File: config.mk
export PLATFORM = sky130hd
export DESIGN_NAME = jtkiwi_romcache
export DESIGN_NICKNAME = d
export VERILOG_FILES = /design/src/rtl/jtkiwi_pkg.sv /design/src/rtl/jtkiwi_romcache_tags.sv /design/src/rtl/jtkiwi_romcache.sv
export SDC_FILE = /design/constraint.sdc
export NUM_CORES = 1
export LEC_CHECK = 0
export BUFFER_PORTS_ARGS = -buffer_cell sky130_fd_sc_hd__buf_2
export CORE_AREA = 2 2 200 153
export DETAILED_ROUTE_END_ITERATION = 12
export DIE_AREA = 0 0 202 155
export PLACE_DENSITY = 0.67
export REMOVE_ABC_BUFFERS = 1
export SLEW_MARGIN = 30
export SYNTH_ARGS = -nofsm -noshare
export SYNTH_HDL_FRONTEND = slang
export SYNTH_SLANG_ARGS = --single-unit
File: constraint.sdc
create_clock -name clk -period 3.3 [get_ports clk]
set_input_delay 0 -clock clk [delete_from_list [all_inputs] [get_ports clk]]
set_output_delay 0 -clock clk [all_outputs]
set_load 0.05 [all_outputs]
File: src/rtl/jtkiwi_pkg.sv
// Shared types for the jtkiwi ROM caches: fetch FSM encoding, default line count
// and a saturating debug-counter helper.
package jtkiwi_pkg;

  localparam int unsigned ENTRIES_DEF = 4;
  localparam int unsigned DW          = 32;
  localparam int unsigned CNTW        = 16;

  typedef enum logic [1:0] {
    ST_IDLE = 2'd0,
    ST_WAIT = 2'd1,
    ST_FILL = 2'd2
  } state_e;

  function automatic logic [CNTW-1:0] sat_inc(input logic [CNTW-1:0] v);
    return (v == {CNTW{1'b1}}) ? v : v + CNTW'(1);
  endfunction

endpackage

File: src/rtl/jtkiwi_romcache_tags.sv
// Tag/valid store for the ROM cache: parallel tag compare with the lowest
// matching index winning.
module jtkiwi_romcache_tags
  import jtkiwi_pkg::*;
#(
  parameter  int unsigned AW      = 18,
  parameter  int unsigned ENTRIES = ENTRIES_DEF,
  localparam int unsigned IW      = $clog2(ENTRIES)
) (
  input  logic          clk,
  input  logic          rst_n,
  input  logic          clr_i,
  input  logic [AW-1:0] addr_i,
  input  logic          wr_en_i,
  input  logic [IW-1:0] wr_idx_i,
  input  logic [AW-1:0] wr_tag_i,
  output logic          hit,
  output logic [IW-1:0] hit_idx
);

  logic [ENTRIES-1:0] valid_q;
  logic [AW-1:0]      tag_q [ENTRIES];
  logic [ENTRIES-1:0] match_c;

  always_comb begin
    match_c = '0;
    for (int i = 0; i < int'(ENTRIES); i++) begin
      match_c[i] = valid_q[i] && (tag_q[i] == addr_i);
    end
  end

  // First match scanning upwards, so the lowest index has priority.
  always_comb begin
    hit     = 1'b0;
    hit_idx = '0;
    for (int i = 0; i < int'(ENTRIES); i++) begin
      if (match_c[i] && !hit) begin
        hit     = 1'b1;
        hit_idx = IW'(i);
      end
    end
  end

  always_ff @(posedge clk or negedge rst_n) begin
    if (!rst_n) begin
      valid_q <= '0;
      for (int i = 0; i < int'(ENTRIES); i++) begin
        tag_q[i] <= '0;
      end
    end else if (clr_i) begin
      valid_q <= '0;
    end else if (wr_en_i) begin
      valid_q[wr_idx_i] <= 1'b1;
      tag_q[wr_idx_i]   <= wr_tag_i;
    end
  end

endmodule

File: src/rtl/jtkiwi_romcache.sv
// Fully-associative read cache between a graphics ROM request port and one
// SDRAM read slot; hits answer in one cycle, misses are fetched one at a time.
module jtkiwi_romcache
  import jtkiwi_pkg::*;
#(
  parameter int unsigned AW      = 18,
  parameter int unsigned ENTRIES = ENTRIES_DEF
) (
  input  logic            clk,
  input  logic            rst_n,
  input  logic            flush,
  input  logic [AW-1:0]   gfx_addr,
  input  logic            gfx_cs,
  output logic [DW-1:0]   gfx_data,
  output logic            gfx_ok,
  output logic [AW-1:0]   sdram_addr,
  output logic            sdram_cs,
  input  logic [DW-1:0]   sdram_data,
  input  logic            sdram_ok,
  output logic [CNTW-1:0] hits,
  output logic [CNTW-1:0] misses
);

  localparam int unsigned IW = $clog2(ENTRIES);

  state_e          state_q, state_d;
  logic            first_q, first_d;
  logic            flushed_q, flushed_d;
  logic [AW-1:0]   sdram_addr_q, sdram_addr_d;
  logic            sdram_cs_q, sdram_cs_d;
  logic [DW-1:0]   fill_q, fill_d;
  logic [DW-1:0]   gfx_data_q, gfx_data_d;
  logic            gfx_ok_q, gfx_ok_d;
  logic [CNTW-1:0] hits_q, hits_d;
  logic [CNTW-1:0] misses_q, misses_d;
  logic [IW-1:0]   victim_q, victim_d;
  logic [DW-1:0]   data_q [ENTRIES];
  logic            wr_en_c;
  logic            hit_c;
  logic [IW-1:0]   hit_idx_c;

  jtkiwi_romcache_tags #(
    .AW      (AW),
    .ENTRIES (ENTRIES)
  ) u_tags (
    .clk      (clk),
    .rst_n    (rst_n),
    .clr_i    (flush),
    .addr_i   (gfx_addr),
    .wr_en_i  (wr_en_c),
    .wr_idx_i (victim_q),
    .wr_tag_i (sdram_addr_q),
    .hit      (hit_c),
    .hit_idx  (hit_idx_c)
  );

  always_comb begin
    state_d      = state_q;
    first_d      = 1'b0;
    flushed_d    = flushed_q | flush;
    sdram_addr_d = sdram_addr_q;
    sdram_cs_d   = sdram_cs_q;
    fill_d       = fill_q;
    gfx_data_d   = gfx_data_q;
    gfx_ok_d     = 1'b0;
    hits_d       = hits_q;
    misses_d     = misses_q;
    victim_d     = victim_q;
    wr_en_c      = 1'b0;

    unique case (state_q)
      ST_IDLE: begin
        if (gfx_cs && !flush) begin
          if (hit_c) begin
            gfx_data_d = data_q[hit_idx_c];
            gfx_ok_d   = 1'b1;
            hits_d     = sat_inc(hits_q);
          end else begin
            sdram_addr_d = gfx_addr;
            sdram_cs_d   = 1'b1;
            misses_d     = sat_inc(misses_q);
            flushed_d    = 1'b0;
            first_d      = 1'b1;
            state_d      = ST_WAIT;
          end
        end
      end
      // The first WAIT cycle may still see ok from the previous slot user.
      ST_WAIT: begin
        if (sdram_ok && !first_q) begin
          fill_d     = sdram_data;
          sdram_cs_d = 1'b0;
          state_d    = ST_FILL;
        end
      end
      // A flush during the fetch means the word may come from the old bank.
      ST_FILL: begin
        wr_en_c = !(flush || flushed_q);
        if (wr_en_c) begin
          victim_d = victim_q + IW'(1);
        end
        if (gfx_cs && wr_en_c && (gfx_addr == sdram_addr_q)) begin
          gfx_data_d = fill_q;
          gfx_ok_d   = 1'b1;
        end
        state_d = ST_IDLE;
      end
      default: state_d = ST_IDLE;
    endcase

    if (flush) begin
      victim_d = '0;
      hits_d   = '0;
      misses_d = '0;
      gfx_ok_d = 1'b0;
    end
  end

  always_ff @(posedge clk or negedge rst_n) begin
    if (!rst_n) begin
      state_q      <= ST_IDLE;
      first_q      <= 1'b0;
      flushed_q    <= 1'b0;
      sdram_addr_q <= '0;
      sdram_cs_q   <= 1'b0;
      fill_q       <= '0;
      gfx_data_q   <= '0;
      gfx_ok_q     <= 1'b0;
      hits_q       <= '0;
      misses_q     <= '0;
      victim_q     <= '0;
    end else begin
      state_q      <= state_d;
      first_q      <= first_d;
      flushed_q    <= flushed_d;
      sdram_addr_q <= sdram_addr_d;
      sdram_cs_q   <= sdram_cs_d;
      fill_q       <= fill_d;
      gfx_data_q   <= gfx_data_d;
      gfx_ok_q     <= gfx_ok_d;
      hits_q       <= hits_d;
      misses_q     <= misses_d;
      victim_q     <= victim_d;
    end
  end

  always_ff @(posedge clk) begin
    if (wr_en_c) begin
      data_q[victim_q] <= fill_q;
    end
  end

  assign gfx_data   = gfx_data_q;
  assign gfx_ok     = gfx_ok_q;
  assign sdram_addr = sdram_addr_q;
  assign sdram_cs   = sdram_cs_q;
  assign hits       = hits_q;
  assign misses     = misses_q;

endmodule

==> results_dict.tcl <==
set metrics [dict create \
    outcome "complete, no violations" \
    fmax_mhz 332 \
    routabilityCongestion 0.894 \
    crit_type "flip-flop to flip-flop" \
    clk_pin_slew_ps 60 \
    drc 0 \
    clockRootBuffer "clkbuf_16" \
    fin_util_pct 59.0 \
    setup_viol 0 \
    seqCellArea_mm2 0.00880 \
    drive_gt1_share_pct 31.5 \
    io_pins 139 \
    crit_path_max_fanout 9 \
    vias 9514 \
    irDropWorstVdd_v 0.000519 \
    synthSimpleGateAreaFrac_pct 9.82 \
    ys_ff_latch 326 \
    crit_slowest_cell "or4_1" \
    clockBufferDepth 3 \
    synthMuxAreaShare_pct 14.6 \
    finalCriticalPeriod_ps 3010 \
    ys.flop_type "dfrtp_1" \
    finalCritPeriodShare_pct 91.2 \
    grt-ovfl-total 0 \
    rows 55 \
    finalHoldViolCount 0 \
    layout_common_cells "dfrtp_1, mux2_2, buf_2" \
    nFillCells 2385 \
    rsz0062_at_grt "no" \
    pwr_density_cell_mw_per_mm2 619 \
    worst_setup_path_end_kind "flip-flop" \
    cts_resized 0 \
    cp_data_required_time_ps 3730 \
    synth_xor_area_share_pct 6.15 \
    crit_arrival_ps 3440 \
    drt_iter0_drc 600 \
    die_w_um 202 \
    cpLargestDelayFamily "simple AND/OR/NAND/NOR gates" \
    die_h_um 155 \
    seq_area_frac_synth_pct 60.6 \
    critPathBufInv 0 \
    antenna_found_initial 0 \
    min_path_type "input port to asynchronous set/reset pin" \
    netlist_instances 1113 \
    ant_nets 0 \
    synth_area_mm2 0.0145 \
    core_mm2 0.0295 \
    viasPerCell 5.49 \
    synth_top_family_by_area "multiplexers" \
    worstMarginPinSlew_ps 931 \
    num-nets-final 1367 \
    grt_max_degree 79 \
    synth_cell_types 56 \
    numCtsBuffers 35 \
    cpPeakStageDelay_ps 480 \
    wire_per_inst_um 20.0 \
    start_kind "flip-flop" \
    synth-compound-area-share_pct 6.16 \
    clock_sinks 326 \
    hpwl_mm 22.0 \
    finalPower_mw 10.8 \
    slew_viol_final 0 \
    syn_to_final_growth_pct 20.0 \
    clkLatencyLatePin_ps 530 \
    first_pass_iters 5 \
    ys_warn_count 0 \
    portBuffers 138 \
    syn_avg_cell_area_um2 13.0 \
    start_util_pct 49.2 \
    cts_tree "done" \
    multi_input_area_mm2 0.00545 \
    async_flop_share_pct 60.7 \
    grt_pass1_vias 9687 \
    crit_chain "xnor2_1, and4_1, nor4bb_1, a22oi_2, a211oi_4, nor2_2, or4_1, a21oi_1" \
    clock_skew_ps 18.0 \
    grt_pass1_wl_mm 55.0 \
    leakage_nw 7.19 \
    grtUsageTotal_pct 22.6 \
    maxCapViolCount 0 \
    synth-edff-count 128 \
    drt_wl_total_mm 34.6 \
    fp.dieArea_mm2 0.0313 \
    htree_levels 2 \
    layout_commonest_cell "dfrtp_1" \
    antenna_cells 0 \
    yosys.area_share.adder_pct 0.517 \
    slew_headroom_pct 37.6 \
]
==> per-stage QoR <==
stage                     instances  instance area, um2  worst slack (ps)  TNS, ps  hold WS [ps]
final                          1732               17400               290        0          7.80
after global routing           1732               17400               125        0          73.7
after global placement         1615               15800               342        0          69.0
after floorplan                1050               14300             -1080   -42750          -296
after detailed placement       1615               15800               303        0          70.2
after CTS                      1732               17400               290        0          76.7
==> area by class of cell <==
cell class	instances	area share, %
Clock buffer	53	5.83
Clock inverter	11	0.553
Inverter	14	0.302
Multi-Input combinational cell	710	31.3
Sequential cell	326	50.5
Tap cell	399	2.87
Timing Repair Buffer	219	8.63
==> worst register-to-register path, delay by kind of cell, from the launching register on <==
kind,cells,cell delay (ps)
compound gates,3,800
xor+xnor,1,300
flops,1,380
simple gates,4,1440
==> layer usage <==
metal | vias up | track usage (%) | wire length [um] | part of all wire [%]
met5 | - | 0 | 0 | 0
met4 | 0 | 4.94 | 527 | 1.5
met3 | 45 | 4.11 | 1900 | 5.5
met2 | 244 | 34.1 | 15200 | 44
met1 | 4785 | 34.2 | 17000 | 49
li1 | 4440 | - | - | -
==> where the power goes <==
group          leakage (nW)  internal [mW]  switching [mW]  total, mW
registers              3.78           4.87           0.568       5.43
clock network         0.538           2.22            1.60       3.82
logic                  2.87          0.643           0.883       1.53
==> registers in the layout, summed over array words and instances, names as in the netlist, 2 cells and up <==
name and cells:
fill_q 32, gfx_data 32, state_q 2, u_tags.tag_q 72, u_tags.valid_q 4, hits 16, misses 16, data_q 128
victim_q 2, sdram_addr 18
==> timing repair <==
action / CTS / global route
hold endpoints to repair: 118 / 0
setup buffers: 0 / 0
hold buffers: 53 / 0
==> synth_stat cells (all sizes together) (8+ instances only) <==
master  instances  area, um2
dfrtp         198       4950
nand3          14       70.1
or3             8       50.1
nand2          61        229
edfxtp        128       3840
a221oi         31        272
or4            10       78.8
o21ai          42        210
xor2           21        184
and4           10       87.6
nand4          35        219
inv            14       52.6
o31ai          11       82.6
nor2          105        397
clkbuf         51        191
mux2          185       2080
xnor2          81        709
nor4            8       65.1
buf            12       73.8
a21oi          19       95.1
==> path summary, 6_finish.rpt <==
path / start / endpoint / slack [ps] / cells past startpoint
max: u_tags.tag_q[7] / hits[5] / 290 / 8
min: rst_n / fill_q[12] / 8 / 2
max reg2reg: u_tags.tag_q[7] / hits[5] / 290 / 8
min reg2reg: gfx_data[20] / gfx_data[20] / 500 / 2
max in group asynchronous: rst_n / gfx_ok / 2350 / 3
min in group clk: gfx_cs / gfx_ok / 110 / 3
==> cell families after synthesis <==
kind of cell,count (synthesis)
buf+inv,77
xor+xnor,102
fa+ha+maj,6
mux,188
flops,326
compound gates,128
simple gates,286
Power figures use the tool's default switching activity.
